**src/rtl/phase_meas_scheduler.sv**
```systemverilog
// Phase measurement scheduler: time-shares one phase engine between the
// B and C channels, with a settle delay after each mux switch, a bounded
// wait for the engine result, per-channel result/valid/error registers
// and a completed-round counter.
module phase_meas_scheduler #(
  parameter int M       = 14,
  parameter int SETTLE  = 4,
  parameter int TIMEOUT = 4096
) (
  input  logic                clk,
  input  logic                rst,
  input  logic                en,
  input  logic signed [M-1:0] vb,
  input  logic signed [M-1:0] vc,
  input  logic signed [M-1:0] off_b,
  input  logic signed [M-1:0] off_c,
  output logic signed [M-1:0] eng_vin,
  output logic signed [M-1:0] eng_off,
  output logic                eng_start,
  input  logic                eng_done,
  input  logic [15:0]         eng_phase,
  output logic                sel,
  output logic [15:0]         phase_b,
  output logic [15:0]         phase_c,
  output logic                valid_b,
  output logic                valid_c,
  output logic                err_b,
  output logic                err_c,
  input  logic                err_clr,
  output logic [7:0]          rounds,
  output logic                busy
);

  // One counter serves both the settle delay and the engine timeout, so it
  // is sized for the larger of the two terminal counts.
  localparam int MAXC = (SETTLE > TIMEOUT) ? SETTLE : TIMEOUT;
  localparam int CW   = (MAXC < 2) ? 1 : $clog2(MAXC);

  typedef enum logic [2:0] {
    ST_IDLE,
    ST_SETTLE,
    ST_START,
    ST_WAIT,
    ST_STORE
  } state_t;

  state_t        state, state_next;
  logic [CW-1:0] cnt, cnt_next;
  logic          cap;      // engine result accepted this cycle
  logic          tmo;      // engine timed out this cycle

  // State and counter registers.
  always_ff @(posedge clk or posedge rst) begin
    if (rst) begin
      state <= ST_IDLE;
      cnt   <= '0;
    end else begin
      state <= state_next;
      cnt   <= cnt_next;
    end
  end

  // Next-state, counter and capture/timeout decisions.
  always_comb begin
    state_next = state;
    cnt_next   = cnt;
    cap        = 1'b0;
    tmo        = 1'b0;
    case (state)
      ST_IDLE: begin
        if (en) begin
          state_next = ST_SETTLE;
          cnt_next   = '0;
        end
      end
      ST_SETTLE: begin
        if (cnt == CW'(SETTLE - 1)) begin
          state_next = ST_START;
        end else begin
          cnt_next = cnt + 1'b1;
        end
      end
      ST_START: begin
        cnt_next   = '0;
        state_next = ST_WAIT;
      end
      ST_WAIT: begin
        // A done strobe on the final wait cycle still counts as success.
        if (eng_done) begin
          cap        = 1'b1;
          state_next = ST_STORE;
        end else if (cnt == CW'(TIMEOUT - 1)) begin
          tmo        = 1'b1;
          state_next = ST_STORE;
        end else begin
          cnt_next = cnt + 1'b1;
        end
      end
      ST_STORE: begin
        if (en) begin
          state_next = ST_SETTLE;
          cnt_next   = '0;
        end else begin
          state_next = ST_IDLE;
        end
      end
      default: state_next = ST_IDLE;
    endcase
  end

  // Per-channel result registers, sticky errors, channel select and rounds.
  always_ff @(posedge clk or posedge rst) begin
    if (rst) begin
      sel     <= 1'b0;
      phase_b <= '0;
      phase_c <= '0;
      valid_b <= 1'b0;
      valid_c <= 1'b0;
      err_b   <= 1'b0;
      err_c   <= 1'b0;
      rounds  <= '0;
    end else begin
      if (cap) begin
        if (sel) begin
          phase_c <= eng_phase;
          valid_c <= 1'b1;
        end else begin
          phase_b <= eng_phase;
          valid_b <= 1'b1;
        end
      end
      if (tmo) begin
        if (sel) begin
          err_c   <= 1'b1;
          valid_c <= 1'b0;
        end else begin
          err_b   <= 1'b1;
          valid_b <= 1'b0;
        end
      end
      // Clearing wins over a timeout landing in the same cycle.
      if (err_clr) begin
        err_b <= 1'b0;
        err_c <= 1'b0;
      end
      if (state == ST_STORE) begin
        sel <= ~sel;
        if (sel) begin
          rounds <= rounds + 8'd1;
        end
      end
    end
  end

  // Engine input mux and status outputs decoded from the current state.
  always_comb begin
    eng_vin   = sel ? vc    : vb;
    eng_off   = sel ? off_c : off_b;
    eng_start = (state == ST_START);
    busy      = (state != ST_IDLE);
  end

endmodule

```
**config.mk**
```make
export PLATFORM = sky130hd
export DESIGN_NAME = phase_meas_scheduler
export DESIGN_NICKNAME = d
export VERILOG_FILES = /design/src/rtl/phase_meas_scheduler.sv
export SDC_FILE = /design/constraint.sdc
export NUM_CORES = 1
export LEC_CHECK = 0
export ABC_AREA = 0
export BUFFER_PORTS_ARGS = -buffer_cell sky130_fd_sc_hd__buf_2
export CORE_ASPECT_RATIO = 0.7
export CORE_MARGIN = 2
export CORE_UTILIZATION = 41
export CTS_BUF_LIST = sky130_fd_sc_hd__clkbuf_4 sky130_fd_sc_hd__clkbuf_8
export DETAILED_ROUTE_END_ITERATION = 6
export GPL_ROUTABILITY_DRIVEN = 0
export GPL_TIMING_DRIVEN = 0
export PLACE_DENSITY = 0.79
export SLEW_MARGIN = 20
export SYNTH_ARGS = -nofsm -noshare
export SYNTH_HDL_FRONTEND = slang
export SYNTH_SLANG_ARGS = --single-unit
```
**constraint.sdc**
```tcl
create_clock -name clk -period 2.2 [get_ports clk]
set_input_delay 0.33 -clock clk [delete_from_list [all_inputs] [get_ports clk]]
set_output_delay 0.33 -clock clk [all_outputs]
set_load 0.005 [all_outputs]
```
==> results.ini <==
[cells_and_area]
area_growth_pct = 40.8
nets = 489
final_util_pct = 60.3
antenna_cells = 0
fill_cells = 589
final_area_um2 = 4110
drive_gt1_share_pct = 60.5
fin_cells = 509

[worst_setup_path]
crit_chain = ha_4 -> and4_1 -> and4_1 -> a211o_1 -> or2_1 -> buf_4 -> o41ai_2
critPathMaxFanout = 8
cp-endpoint = cnt[5]
worstSetupStartpointType = register
worstReg2RegStart = cnt[1]
r2r_cells = 7
path_class = reg -> reg
cp_slowest_cell = dfrtp_1
cpMostUsedCell = and4_1
rrSetupSlack_ns = 0.04
cp.arrival_ns = 2.40
required_ns = 2.44
endpoint_kind = register
slowest_delay_ns = 0.44
critPathLaunch = cnt[1]
reg2reg_to = cnt[5]

[detailed_routing]
routed_wl_mm = 7.72
ant_nets = 0
vias_per_cell = 5.19
drc = 0
wire_per_inst_um = 15.2
vias = 2642
drt-initial-drc-count = 122
dr.pass1.iters = 4

[sta]
min_period_ns = 2.16
slew_viol_final = 0
max_freq_mhz = 462
fin_tns_setup_ns = 0
tightest_slew_ns = 0.709
min_period_over_period_pct = 98.4
rsz0062_at_grt = yes
finalHoldViolCount = 0
max-slew-margin-rel_pct = 52.7
setup_violations = 0
fin_ws_ns = 0.0350
hold_slack_ns = 0.111
skew_ns = 0.00762

[placed_design]
hpwl_mm = 6.08
dpl_cell_area_um2 = 3800
io_buffers = 151
placed_cells = 488
post-place-ws_ns = -0.0538

[synth]
ys_seq_elements = 60
yosysMostFrequentCell = mux2_2
synth-main-ff-cell = dfrtp_1
yosysTopAreaCellShare_pct = 51.4
ys_top_cells_by_area = dfrtp_1, mux2_2, xnor2_1
synth_cell_types = 36
yosysWarnings = 0
syn-num-nets = 322
yosysSeqAreaShare_pct = 51.4
synth-edff-count = 0
synth_area_um2 = 2920
yosys.area.top_type = dfrtp_1
netlist_top_cells_count = mux2_2, dfrtp_1, nand2_1, o21ai_0, nor2_1
postSynthAreaPerCell_um2 = 12.0
syn_inst = 243
synthArstFlopShare_pct = 100

[global_route]
grt_max_degree = 61
grt-ovfl-total = 0
grt_usage_pct = 19.8
grt_pass1_vias = 2558
grt_pass1_wl_mm = 11.9
antenna_found_initial = 0

[floorplanning]
die_w_um = 105
row_count = 25
fp.dieH_um = 74.6
die-area_um2 = 7830
boundaryPins = 152
start_util_pct = 42.8
core_area_um2 = 6820

[clock_network]
htree_levels = 3
cts_tree = yes
cts_sinks = 60
cts_hold_buf = 0
cts_root_buffer = clkbuf_8
cts_made_buffers = 9
cts_buffer_depth = 2
path_clk_slew_ns = 0.07
clk_latency_ns = 0.34

[status]
status = complete, no violations

[power]
power_density_nw_per_um2 = 1100
leakage_nw = 2.16
total_power_mw = 4.51
clkPwrFrac_pct = 25.2
power_switching_share_pct = 32.0
ir_drop_mv = 0.394
power_frac_comb_pct = 38.4
switchingPower_mw = 1.44
seq_power_share_pct = 36.4
p_int_mw = 3.07

[job]
cap_violations = 0

[hold_path]
min_path_type = in -> async

==> placed cells by master (no fill, tap or decap), types with 3 or more instances in the layout <==
cell type  count
buf_2        154
mux2_2        61
dfrtp_1       60
nand2_1       13
clkbuf_8      11
o21ai_0       10
nor2_1         8
a21oi_1        8
nand3_1        7
buf_4          7
xnor2_1        7
and3_1         6
nor3_1         5
inv_1          5
nand4_1        4
clkbuf_1       3
and4_1         3
clkbuf_2       3
o31ai_2        3
o21a_1         3
==> critical path: cells and delay by family, from the launching register on <==
family / cells / cell delay (ns)
compound gates: 2 / 0.55
fa+ha+maj: 1 / 0.20
buf+inv: 1 / 0.18
flops: 1 / 0.44
simple gates: 3 / 0.69
==> metal layers <==
metal / vias up / global-route usage [%] / part of all wire, %
met5: - / 0 / 0
met4: 0 / 6.37 / 1.9
met3: 14 / 8.31 / 9.2
met2: 144 / 35.0 / 51
met1: 1262 / 22.3 / 38
li1: 1222 / - / -
==> registers in the layout, summed over array words and instances, names as in the netlist, named ones only <==
signal	cells
cnt	12
err_b	1
err_c	1
phase_b	16
phase_c	16
rounds	8
sel	1
state	3
==> worst min-delay path by stage <==
stage | depth (start not counted) | to | slack (ns) | from
after global placement | 2 | register | 0.46 | register
after global routing | 2 | err_c | 0.13 | err_clr
after detailed placement | 1 | rounds[7] | 0.46 | rounds[7]
after floorplan | 1 | err_c | 0.39 | err_clr
final | 2 | phase_c[4] | 0.11 | rst
after CTS | 2 | phase_c[4] | 0.13 | rst
==> kinds of logic after synthesis <==
logic type / count (synthesis) / synth area share [%]
multiplexers: 61 / 23.5
XOR/XNOR: 8 / 2.40
adder cells (fa/ha/maj): 2 / 0.856
buffers and inverters: 18 / 2.48
flip-flops: 60 / 51.4
AO/OA/AOI/OAI: 37 / 8.87
AND/OR/NAND/NOR: 57 / 10.5
==> cell type report <==
class,instances,area (µm²),share of cell area (%)
plain buffers,11,56.3,1.37
clock buffers,11,151,3.68
flip-flops and latches,60,1500,36.5
inverters,6,25.0,0.608
multi-input cells,165,1380,33.5
repair buffers,157,801,19.5
well taps,94,118,2.86
clock inverters,5,83.8,2.04
==> power by group through the flow <==
| stage | Sequential [mW] | Clock, mW | Combinational (mW) |
|---|---|---|---|
| floorplan | 1.63 | 0 | 0.923 |
| global route | 1.68 | 1.23 | 1.89 |
| detailed placement | 1.64 | 0 | 1.62 |
| CTS | 1.61 | 1.16 | 1.68 |
| finish | 1.64 | 1.14 | 1.73 |
| global placement | 1.61 | 0 | 1.56 |
==> timing repair <==
action                                  in CTS  in global routing
pin swaps                                    1                  1
endpoints found under the setup margin      33                 43
setup buffers                                3                  3
resized for setup                            4                 11
Note: power is estimated with default switching activity, not from simulation.
